$ cat src/rtl/regfile_pkg.sv
// Shared types and constants for the LC-3 register-file write-port controller.
package regfile_pkg;

  localparam int unsigned NUM_REGS   = 8;
  localparam int unsigned REG_W      = 16;
  localparam int unsigned REG_ADDR_W = 3;

  typedef enum logic {
    IDLE  = 1'b0,
    CLEAR = 1'b1
  } wb_state_t;

  // One writeback request as presented to the register-file write port
  typedef struct packed {
    logic [REG_ADDR_W-1:0] dr;
    logic [REG_W-1:0]      data;
  } wb_req_t;

endpackage

$ cat src/rtl/rr_arb2.sv
// Two-way round-robin arbiter; the last-grant pointer only moves on a real grant.
module rr_arb2 (
  input  logic       clk_i,
  input  logic       rst_i,
  input  logic [1:0] req_i,
  input  logic       enable_i,
  output logic [1:0] gnt_c
);

  // last_q = 1 means requester 1 was granted most recently
  logic last_q;
  logic last_d;

  // Grant selection and pointer update
  always_comb begin
    gnt_c  = 2'b00;
    last_d = last_q;
    if (enable_i) begin
      case (req_i)
        2'b01:   gnt_c = 2'b01;
        2'b10:   gnt_c = 2'b10;
        2'b11:   gnt_c = last_q ? 2'b01 : 2'b10;
        default: gnt_c = 2'b00;
      endcase
      if (gnt_c[1]) begin
        last_d = 1'b1;
      end else if (gnt_c[0]) begin
        last_d = 1'b0;
      end
    end
  end

  // Pointer register; reset favours requester 0 on the first tie
  always_ff @(posedge clk_i or posedge rst_i) begin
    if (rst_i) begin
      last_q <= 1'b1;
    end else begin
      last_q <= last_d;
    end
  end

endmodule

$ cat src/rtl/regfile_wb_arbiter.sv
// Write-port controller for the 8x16 LC-3 register file: round-robin
// arbitration between ALU and load writeback, plus an optional R0-R7 clear
// sequence enabled by the REGFILE_CLEAR_EN macro.
module regfile_wb_arbiter
  import regfile_pkg::*;
#(
  parameter int unsigned       DATA_W    = REG_W,
  parameter int unsigned       ADDR_W    = REG_ADDR_W,
  parameter logic [DATA_W-1:0] CLR_VALUE = DATA_W'(16'h0000)
) (
  input  logic              Clk,
  input  logic              Reset,
  input  logic              req0_valid,
  input  logic [ADDR_W-1:0] req0_dr,
  input  logic [DATA_W-1:0] req0_data,
  output logic              req0_ready,
  input  logic              req1_valid,
  input  logic [ADDR_W-1:0] req1_dr,
  input  logic [DATA_W-1:0] req1_data,
  output logic              req1_ready,
  input  logic              clr_start,
  output logic              busy,
  output logic              clr_done,
  output logic              LD_REG,
  output logic [ADDR_W-1:0] DRMUX,
  output logic [DATA_W-1:0] D
);

  logic [1:0]        gnt_c;
  logic              arb_en_c;
  wb_req_t           sel_c;

  logic              ld_q, ld_d;
  logic [ADDR_W-1:0] dr_q, dr_d;
  logic [DATA_W-1:0] data_q, data_d;

  rr_arb2 u_arb (
    .clk_i    (Clk),
    .rst_i    (Reset),
    .req_i    ({req1_valid, req0_valid}),
    .enable_i (arb_en_c),
    .gnt_c    (gnt_c)
  );

  assign req0_ready = gnt_c[0];
  assign req1_ready = gnt_c[1];

  // Payload of whichever requester holds the grant
  always_comb begin
    sel_c.dr   = REG_ADDR_W'(req0_dr);
    sel_c.data = REG_W'(req0_data);
    if (gnt_c[1]) begin
      sel_c.dr   = REG_ADDR_W'(req1_dr);
      sel_c.data = REG_W'(req1_data);
    end
  end

`ifdef REGFILE_CLEAR_EN
  wb_state_t             state_q, state_d;
  logic [REG_ADDR_W-1:0] cnt_q, cnt_d;
  logic                  busy_q, busy_d;
  logic                  done_q, done_d;

  // A clear request in IDLE pre-empts any same-cycle writeback
  assign arb_en_c = (state_q == IDLE) && !clr_start;

  // Next state and write-port outputs; cnt_q tracks the last index issued
  always_comb begin
    state_d = state_q;
    cnt_d   = cnt_q;
    busy_d  = busy_q;
    done_d  = 1'b0;
    ld_d    = 1'b0;
    dr_d    = dr_q;
    data_d  = data_q;
    case (state_q)
      IDLE: begin
        if (clr_start) begin
          state_d = CLEAR;
          cnt_d   = '0;
          busy_d  = 1'b1;
          ld_d    = 1'b1;
          dr_d    = '0;
          data_d  = CLR_VALUE;
        end else if (|gnt_c) begin
          ld_d   = 1'b1;
          dr_d   = ADDR_W'(sel_c.dr);
          data_d = DATA_W'(sel_c.data);
        end
      end
      CLEAR: begin
        if (cnt_q == REG_ADDR_W'(NUM_REGS - 1)) begin
          state_d = IDLE;
          busy_d  = 1'b0;
          done_d  = 1'b1;
        end else begin
          cnt_d  = cnt_q + REG_ADDR_W'(1);
          ld_d   = 1'b1;
          dr_d   = ADDR_W'(cnt_d);
          data_d = CLR_VALUE;
        end
      end
      default: state_d = IDLE;
    endcase
  end

  // Clear-sequence state registers
  always_ff @(posedge Clk or posedge Reset) begin
    if (Reset) begin
      state_q <= IDLE;
      cnt_q   <= '0;
      busy_q  <= 1'b0;
      done_q  <= 1'b0;
    end else begin
      state_q <= state_d;
      cnt_q   <= cnt_d;
      busy_q  <= busy_d;
      done_q  <= done_d;
    end
  end

  assign busy     = busy_q;
  assign clr_done = done_q;
`else
  logic unused_clr_start;
  assign unused_clr_start = clr_start;

  // Arbitration is permanently enabled without the clear feature
  assign arb_en_c = 1'b1;

  // Write-port outputs follow the grant directly
  always_comb begin
    ld_d   = 1'b0;
    dr_d   = dr_q;
    data_d = data_q;
    if (|gnt_c) begin
      ld_d   = 1'b1;
      dr_d   = ADDR_W'(sel_c.dr);
      data_d = DATA_W'(sel_c.data);
    end
  end

  assign busy     = 1'b0;
  assign clr_done = 1'b0;
`endif

  // Registered register-file write port
  always_ff @(posedge Clk or posedge Reset) begin
    if (Reset) begin
      ld_q   <= 1'b0;
      dr_q   <= '0;
      data_q <= '0;
    end else begin
      ld_q   <= ld_d;
      dr_q   <= dr_d;
      data_q <= data_d;
    end
  end

  assign LD_REG = ld_q;
  assign DRMUX  = dr_q;
  assign D      = data_q;

endmodule

$ cat config.mk
export PLATFORM = sky130hd
export DESIGN_NAME = regfile_wb_arbiter
export DESIGN_NICKNAME = d
export VERILOG_FILES = /design/src/rtl/regfile_pkg.sv /design/src/rtl/rr_arb2.sv /design/src/rtl/regfile_wb_arbiter.sv
export SDC_FILE = /design/constraint.sdc
export NUM_CORES = 1
export LEC_CHECK = 0
export ABC_AREA = 1
export CAP_MARGIN = 0
export CORE_ASPECT_RATIO = 0.75
export CORE_MARGIN = 8
export CORE_UTILIZATION = 41
export CTS_CLUSTER_SIZE = 40
export DETAILED_ROUTE_END_ITERATION = 7
export PLACE_DENSITY_LB_ADDON = 0.08
export SYNTH_ARGS = -nofsm -noshare
export SYNTH_HDL_FRONTEND = slang
export SYNTH_SLANG_ARGS = --single-unit
$ cat constraint.sdc
create_clock -name Clk -period 2.4 [get_ports Clk]
set_input_delay 0.36 -clock Clk [delete_from_list [all_inputs] [get_ports Clk]]
set_output_delay 0.36 -clock Clk [all_outputs]
set_load 0.05 [all_outputs]
==> results.md, run 1 <==
- Final Cell Area: 1879 µm²
- I/O Buffers: 63
- TritonCTS Buffers: 3
- Final #Nets: 267
- Clock root cell: clkbuf_8
- R2R setup slack: 1.06 ns
- Post-CTS setup buffer count: 0
- Final min period: 1.876 ns
- Die area: 4832 µm²
- Syn Area/Cell: 7.350 µm²
- Final Util: 0.7058
- Fmax: 533.1 MHz
- First-pass GRT wire length: 5444 µm
- DRC: 0
- GPL Wtd Cong: 0.7033
- Fin crit share: 0.7816
- Max stage delay cell, worst path: clkdlybuf4s50_1
- Vias: 1186
- Synth top area share: 0.4283
- Worst vdd ir: 343.8 µV
- Top post-synthesis cells by area: dfrtp_1 43%, nand2_1 31%, nand3b_1 12%, buf_6 3.9%, dfstp_2 2.2%
- # rows: 16
- Overall power: 0.001082 W
- Die width: 77.65 µm
- Sequential area share after synthesis: 0.4507
- Sink Count: 21
- LEAKAGE: 0.9263 nW
- CTS tree: done
- Vias in the first global route: 1167
- Share of post-route cells with drive strength above 1: 0.06726
- CP Launch Type: input port
- Detailed Route Iter0 Violations: 49
- I/O pin count: 67
- Final hold vios: 0
- Core area: 2663 µm²
- RSZ-0062 raised after global routing: false
- Syn. warnings: 0
- Final setup fails: 0
- Max_cap viols: 0
- Worst path cell trace: clkdlybuf4s50_1 > nand2_4 > nand2_2 > inv_1 > buf_12
- WL/cell: 13.15 µm
- Dominant cell type by area after synthesis: dfrtp_1
- Status: complete, no violations
- Crit end category: primary output
- Setup TNS: 0 ns
- RR Startpoint: u_arb.last_q$_DFFE_PP1P_
- Fin. max-slew vios: 0
- ANT cells: 0
- Reg2reg path depth: 6
- # hold bufs at CTS: 0
- TritonRoute pass-1 iters: 4
- Clock Path Buffers: 2
- Cells after Synth: 159
- Commonest non-fill, non-tap cell in the layout: nand2_1
- Crit path DAT: 1.52 ns
- Worst-Skew Late Latency: 0.26 ns
- Area delta synth->final: 60.81%
- H-Tree Depth: 1
- Flops & latches, synth: 21
- Initial antenna violation count: 0
- DRT antenna net count: 0
- Clock skew: 0.005052 ns
- Total track usage: 0.1347
- CP max FO: 19
- Slowest stage delay, CP: 0.64 ns
- Crit Path Class: input port to primary output
- Fillers: 231
- Via density: 4.579
- Post-synth cell types: 14
- # resized after CTS: 0
- Die Ht: 62.24 µm
- Post-synthesis cell area: 1169 µm²
- Non-filler cells, final: 259
- Worst Hold Class: input port to async pin
- Area post-placement: 1834 µm²
- Crit path required time: 2.04 ns
- Overflow after GRT: 0
- Post-DP HPWL: 2649 µm
- WL final: 3405 µm
- Starting density of the core: 0.4389
- Largest net degree at the start of global routing: 22
- Worst-Margin Slew: 0.5141 ns
- Clk slew on worst S/H paths: 0.08 ns
- Commonest cells after routing, fill and taps aside: 98 x nand2_1, 61 x clkdlybuf4s50_1, 20 x dfrtp_1, 18 x nand3b_1, 7 x buf_4
- R2R Path End: D[9]$_DFFE_PP0P_
- Placed instance count: 255
- Rel. slew slack: 0.6562
- Pwr dens: 575.9 nW/µm²
## worst max-delay path: cells and delay by family
| kind | cells | cell delay, ns |
|---|---|---|
| buffers and inverters | 3 | 0.84 |
| AND/OR/NAND/NOR | 2 | 0.30 |
## cells in the mapped netlist
cell	n
nand2_1	98
dfrtp_1	20
nand3b_1	18
inv_1	6
buf_6	4
buf_2	3
buf_4	3
clkbuf_1	1
conb_1	1
dfstp_2	1
nand2_2	1
nand2_4	1
nor2_1	1
o21ai_1	1
## logic make-up (layout without fill, tap and decap cells)
logic type,Yosys count,count (layout),synth area share
AND/OR/NAND/NOR,119,119,0.4486
flip-flops,21,21,0.4508
buffers and inverters,17,80,0.09314
other,1,2,0.003209
AO/OA/AOI/OAI,1,1,0.004279
## worst max path at each step
stage / startpoint / slack (ns) / end / cells past startpoint
3_5_place_dp: req0_valid / 0.52 / req1_ready / 5
4_1_cts: req0_valid / 0.51 / req1_ready / 5
2_1_floorplan: u_arb.last_q$_DFFE_PP1P_ / 1.03 / req1_ready / 4
5_1_grt: req0_valid / 0.43 / req1_ready / 5
3_3_place_gp: req0_valid / 0.54 / req1_ready / 5
6_report: req0_valid / 0.52 / req1_ready / 5
## registers in the layout, indices dropped and copies added (netlist names)
signal        flops
DRMUX             3
LD_REG            1
u_arb.last_q      1
D                16
## final cells by class
cell class              instances  area, µm²  share of cell area
repair buffers                 70      703.2              0.3742
flip-flops and latches         21      526.8              0.2803
inverters                       6      22.52             0.01198
multi-input cells             122      536.8              0.2856
well taps                      36      45.04             0.02397
clock buffers                   4      45.04             0.02397
## layer usage
metal	share of wire	vias to the layer above	GRT usage
met2	0.49	33	0.2258
met3	0.084	2	0.06466
met4	0.0053	0	0.02113
met5	0	-	0
met1	0.42	546	0.1533
li1	-	605	-
## power breakdown
group	internal [W]	total, W	switching (W)
Combinational	0.000175	0.000434	0.000260
Clock	0.000118	0.000231	0.000113
Sequential	0.000395	0.000417	0.0000220
## stage by stage
step / hold slack [ns] / worst slack [ns]
2_1_floorplan: 0.3358 / 1.032
3_3_place_gp: 0.4602 / 0.5369
3_5_place_dp: 0.4639 / 0.5192
4_1_cts: 0.4402 / 0.5147
5_1_grt: 0.4585 / 0.4256
6_report: 0.4297 / 0.5242
Power figures use the tool's default switching activity.
==> run 2: changes to the inputs <==
Settings changed: CORE_UTILIZATION 41 to 34.
Clock period 2.4 ns to 1.7 ns, I/O delays scaled along.
==> run 2 against run 1 <==
Global-route usage fell by 1.0 points. Critical path depth stayed put. Flip-flop and latch count did not move. Critical path type unchanged. Sequential share of layout area increased by 0.34 points. Sequential power grew 41%. Combinational power is 38% higher. Routed wire length rose by 0.85%. Critical endpoint is now req0_ready. Register-to-register slack lost 0.60 ns.
==> results.md, run 2 (same netlist as run 1, synthesis figures left out) <==
- Final hold vios: 0 (unchanged)
- H-Tree Depth: 1 (unchanged)
- WP buf/inv: 4 (+1)
- Sink Count: 21 (unchanged)
- Overall power: 0.001507 W (+39%)
- Die width: 83.70 µm (+7.8%)
- LEAKAGE: 0.9576 nW (+3.4%)
- Fillers: 329 (+42%)
- Worst vdd ir: 439.1 µV (+28%)
- Multi-input gate area: 536.8 µm² (unchanged)
- Final Util: 0.5647 (-0.1411)
- Clock skew: 0.001110 ns (-0.003941 ns)
- Total track usage: 0.1244 (-0.01030)
- Initial antenna violation count: 0 (unchanged)
- Commonest non-fill, non-tap cell in the layout: nand2_1
- Die area: 5588 µm² (+16%)
- Core area: 3288 µm² (+23%)
- Routing usage on met1: 0.1428 (-0.01057)
- Post-CTS setup buffer count: 0 (unchanged)
- Min setup slack post-route: 0.1104 ns (-0.4138 ns)
- DRC: 0 (unchanged)
- WL final: 3434 µm (+0.85%)
- Worst path cell trace: clkdlybuf4s50_1 > buf_4 > nand2_1 > inv_1 > buf_12
- TritonCTS Buffers: 3 (unchanged)
- CTS tree: done
- Crit end category: primary output
- Final min period: 1.590 ns
- First-pass GRT wire length: 5685 µm (+4.4%)
- WL/cell: 12.91 µm (-1.8%)
- TritonRoute pass-1 iters: 4 (unchanged)
- Crit path required time: 1.44 ns (-0.60 ns)
- Status: complete, no violations
- CP Launch Type: input port
- Commonest cells after routing, fill and taps aside: 98 x nand2_1, 41 x clkdlybuf4s50_1, 30 x buf_4, 20 x dfrtp_1, 18 x nand3b_1
- Setup TNS: 0 ns (unchanged)
- Crit path DAT: 1.33 ns (-0.19 ns)
- # rows: 18 (+2)
- Die Ht: 66.77 µm (+7.3%)
- RSZ-0062 raised after global routing: false
- Worst Hold Class: input port to async pin
- Final #Nets: 270 (+1.1%)
- I/O Buffers: 63 (unchanged)
- Share of post-route cells with drive strength above 1: 0.1681 (+0.1009)
- Crit Path Class: input port to primary output
- Max stage delay cell, worst path: clkdlybuf4s50_1
- Max_cap viols: 0 (unchanged)
- Via density: 4.496 (-1.8%)
- Gr busiest metal: met2
- Clk slew on worst S/H paths: 0.07 ns (about the same)
- GPL Wtd Cong: 0.7626 (+8.4%)
- Post-DP HPWL: 2713 µm (+2.4%)
- Area delta synth->final: 58.89%
- Final setup fails: 0 (unchanged)
- Pwr dens: 811.5 nW/µm² (+41%)
- # resized after CTS: 0 (unchanged)
- Overflow after GRT: 0 (unchanged)
- GR met2 Demand/Resource: 0.2056 (-0.02023)
- Vias in the first global route: 1172 (+0.43%)
- Clock root cell: clkbuf_8
- Pre-CTS setup slack: 0.1098 ns (-0.4094 ns)
- Fin. max-slew vios: 0 (unchanged)
- Met3 GRT Util: 0.05968 (-0.004972)
- ANT cells: 0 (unchanged)
- Max reg flops: 16 (unchanged)
- DRT antenna net count: 0 (unchanged)
- Largest net degree at the start of global routing: 22 (unchanged)
- Starting density of the core: 0.3554 (-0.08351)
- Vias: 1196 (+0.84%)
- Slowest stage delay, CP: 0.59 ns (-0.05 ns)
- CP max FO: 4 (-15)
- Critical path's top delay family: buffers and inverters
- # hold bufs at CTS: 0 (unchanged)
- I/O pin count: 67 (unchanged)
- Clock Path Buffers: 2 (unchanged)
- Worst-Skew Late Latency: 0.25 ns (about the same)
- Fin crit share: 0.9351
- Fmax: 629.1 MHz
- Detailed Route Iter0 Violations: 57 (+16%)
- FF+latch area: 526.8 µm² (unchanged)
## run 2: path summary, 6_finish.rpt
| check | from | end | slack (ns) | depth (start not counted) |
|---|---|---|---|---|
| min | Reset | D[9]$_DFFE_PP0P_ | 0.33 | 3 |
| min in group Clk | D[10]$_DFFE_PP0P_ | D[10]$_DFFE_PP0P_ | 0.48 | 2 |
| max | req0_valid | req0_ready | 0.11 | 5 |
| max in group asynchronous | Reset | u_arb.last_q$_DFFE_PP1P_ | 1.09 | 3 |
| max reg2reg | u_arb.last_q$_DFFE_PP1P_ | D[5]$_DFFE_PP0P_ | 0.46 | 6 |
| min reg2reg | D[10]$_DFFE_PP0P_ | D[10]$_DFFE_PP0P_ | 0.48 | 2 |
## run 2: area by class of cell
type                       count  area share
clock buffer                   4     0.02426
multi-input combinational    122      0.2891
inverter                       6     0.01213
timing repair buffer          73      0.3639
tap                           40     0.02695
sequential                    21      0.2837
## run 2: where the power goes
part / internal, W / switching [W]
registers: 0.000558 / 0.0000324
clock network: 0.000167 / 0.000152
logic: 0.000232 / 0.000366
## run 2: worst reg2reg max path, delay by kind of cell (launching register included)
kind                   cells  cell delay (ns)
DFF                        1             0.56
buffers and inverters      1             0.23
and+or+nand+nor            5             0.35
## run 2: per-layer routing
layer	up-vias	routed length [µm]
li1	613	-
met1	543	1479
met2	36	1651
met3	4	279
met4	0	23
met5	-	0
## run 2: through the flow
stage | cell area, µm² | hold slack (ns) | cells
final | 1857 | 0.3304 | 266
after detailed placement | 1812 | 0.4673 | 262
after global routing | 1857 | 0.3513 | 266
after global placement | 1812 | 0.4642 | 262
after CTS | 1857 | 0.3387 | 266
after floorplan | 1172 | 0.2308 | 160
==> run 3: changes to the inputs <==
Settings changed: CORE_MARGIN 8 to 2, PLACE_DENSITY from default to 0.73, PLACE_DENSITY_LB_ADDON 0.08 to default.
==> run 3 against run 2 <==
Worst hold slack gained 0.0032 ns. Sequential power is essentially flat. Setup slack improved by 0.029 ns. Largest cell class unchanged. Global-route usage rose by 3.6 points. Routed wire length down 15%. Power shrank 0.16%. Flip-flop and latch count unchanged.
==> results.md, run 3 (same netlist as run 1, synthesis figures left out) <==
- Critical path's top delay family: buffers and inverters
- Worst Hold Class: input port to async pin
- Fmax: 640.7 MHz (+1.8%)
- Fin. max-slew vios: 0 (unchanged)
- ANT cells: 0 (unchanged)
- Die Ht: 54.77 µm (-18%)
- Setup TNS: 0 ns (unchanged)
- Crit Path Class: input port to primary output
- Crit path required time: 1.44 ns (about the same)
- Max reg flops: 16 (unchanged)
- Hold_ws: 0.3337 ns (+0.003235 ns)
- Die area: 3927 µm² (-30%)
- H-Tree Depth: 1 (unchanged)
- Status: complete, no violations
- Reg2reg path depth: 6 (unchanged)
- Placed instance count: 262 (unchanged)
- DRC: 0 (unchanged)
- Max stage delay cell, worst path: clkdlybuf4s50_1
- Detailed Route Iter0 Violations: 40 (-30%)
- Overall power: 0.001504 W (-0.16%)
- Crit end category: primary output
- WP buf/inv: 3 (-1)
- RSZ-0062 raised after global routing: false
- Worst-Skew Late Latency: 0.25 ns (about the same)
- Die width: 71.70 µm (-14%)
- Max_cap viols: 0 (unchanged)
- Final min period: 1.561 ns (-0.02883 ns)
- Final hold vios: 0 (unchanged)
- Clk slew on worst S/H paths: 0.07 ns (about the same)
- Vias in the first global route: 1035 (-12%)
- Post-DP HPWL: 2284 µm (-16%)
- Clock root cell: clkbuf_8
- TritonRoute pass-1 iters: 4 (unchanged)
- Overflow after GRT: 0 (unchanged)
- CP Depth: 5 (unchanged)
- I/O pin count: 67 (unchanged)
- Total track usage: 0.1600 (+0.03560)
- Commonest non-fill, non-tap cell in the layout: nand2_1
- Post-CTS setup buffer count: 0 (unchanged)
- # resized after CTS: 0 (unchanged)
- Final setup fails: 0 (unchanged)
- Area delta synth->final: 58.89% (unchanged)
- Core area: 3288 µm² (unchanged)
- Initial antenna violation count: 0 (unchanged)
- Worst path cell trace: clkdlybuf4s50_1 > nand2_4 > nand2_2 > inv_1 > buf_12
- CTS tree: done
- Slowest stage delay, CP: 0.60 ns (about the same)
- Worst vdd ir: 475.4 µV (+8.3%)
- Non-filler cells, final: 266 (unchanged)
- # rows: 18 (unchanged)
- # hold bufs at CTS: 0 (unchanged)
- Worst setup endpoint: req1_ready
- Crit path DAT: 1.31 ns (-0.02 ns)
- Via density: 4.241 (-5.7%)
- Largest net degree at the start of global routing: 22 (unchanged)
- CP Launch Type: input port
- First-pass GRT wire length: 4761 µm (-16%)
- Share of post-route cells with drive strength above 1: 0.1681 (unchanged)
- Final #Nets: 270 (unchanged)
- WL final: 2902 µm (-15%)
- Clock skew: 0.002565 ns (+0.001454 ns)
- Crit path from: req0_valid
- R2R setup slack: 0.49 ns (+0.03 ns)
- Pwr dens: 810.2 nW/µm² (-0.16%)
- DRT antenna net count: 0 (unchanged)
- I/O Buffers: 63 (unchanged)
- WL/cell: 10.91 µm (-15%)
- Vias: 1128 (-5.7%)
- Fin crit share: 0.9181 (-0.01696)
- TritonCTS Buffers: 3 (unchanged)
- Commonest cells after routing, fill and taps aside: 98 x nand2_1, 41 x clkdlybuf4s50_1, 30 x buf_4, 20 x dfrtp_1, 18 x nand3b_1
- Sink Count: 21 (unchanged)
- LEAKAGE: 0.9574 nW (about the same)
- CP max FO: 10 (+6)
- Starting density of the core: 0.3554 (unchanged)
- Clock Path Buffers: 2 (unchanged)
- R2R Path End: D[11]$_DFFE_PP0P_
- RR Startpoint: u_arb.last_q$_DFFE_PP1P_
- GPL Wtd Cong: 0.7316 (-4.1%)
[run 3: worst min-delay path by stage]
stage	from	end	slack, ns	cells after the start
after floorplan	Reset	DRMUX[0]$_DFFE_PP0P_	0.23	1
after global placement	D[0]$_DFFE_PP0P_	D[0]$_DFFE_PP0P_	0.47	2
after detailed placement	D[4]$_DFFE_PP0P_	D[4]$_DFFE_PP0P_	0.47	2
after CTS	Reset	D[10]$_DFFE_PP0P_	0.35	3
after global routing	Reset	D[10]$_DFFE_PP0P_	0.38	3
final	Reset	D[10]$_DFFE_PP0P_	0.33	3
[run 3: worst register-to-register path, cell delays in order, from the launching register on]
cell     delay (ns)
dfstp_2        0.55
nand2_4        0.09
nand2_2        0.09
buf_4          0.18
nand2_1        0.07
nand2_1        0.07
nand2_1        0.05
[run 3: power breakdown]
part,total (W),internal (W),leakage (nW),switching (W)
Sequential,0.000588,0.000557,0.242,0.0000304
Combinational,0.000596,0.000233,0.693,0.000363
Clock,0.000321,0.000167,0.0228,0.000154
[run 3: metrics by stage]
| stage | util | cell area (µm²) | worst slack, ns |
|---|---|---|---|
| 2_1_floorplan | - | 1172 | 0.4365 |
| 3_3_place_gp | 0.5510 | 1812 | 0.1216 |
| 3_5_place_dp | 0.5510 | 1812 | 0.1134 |
| 4_1_cts | 0.5647 | 1857 | 0.1282 |
| 5_1_grt | 0.5647 | 1857 | 0.07639 |
| 6_report | 0.5647 | 1857 | 0.1392 |
[run 3: metal layers]
| layer | up-vias | global-route usage | routed length [µm] |
|---|---|---|---|
| met2 | 26 | 0.2886 | 1412 |
| met3 | 0 | 0.04604 | 159 |
| met4 | 0 | 0.01887 | 0 |
| li1 | 610 | - | - |
| met5 | - | 0 | 0 |
| met1 | 492 | 0.1995 | 1330 |
[run 3: area by class of cell]
class / instances / area (µm²)
Multi-Input combinational cell: 122 / 536.8
Sequential cell: 21 / 526.8
Timing Repair Buffer: 73 / 675.6
Tap cell: 40 / 50.05
Clock buffer: 4 / 45.04
Inverter: 6 / 22.52
Fill cell: 333 / 1431
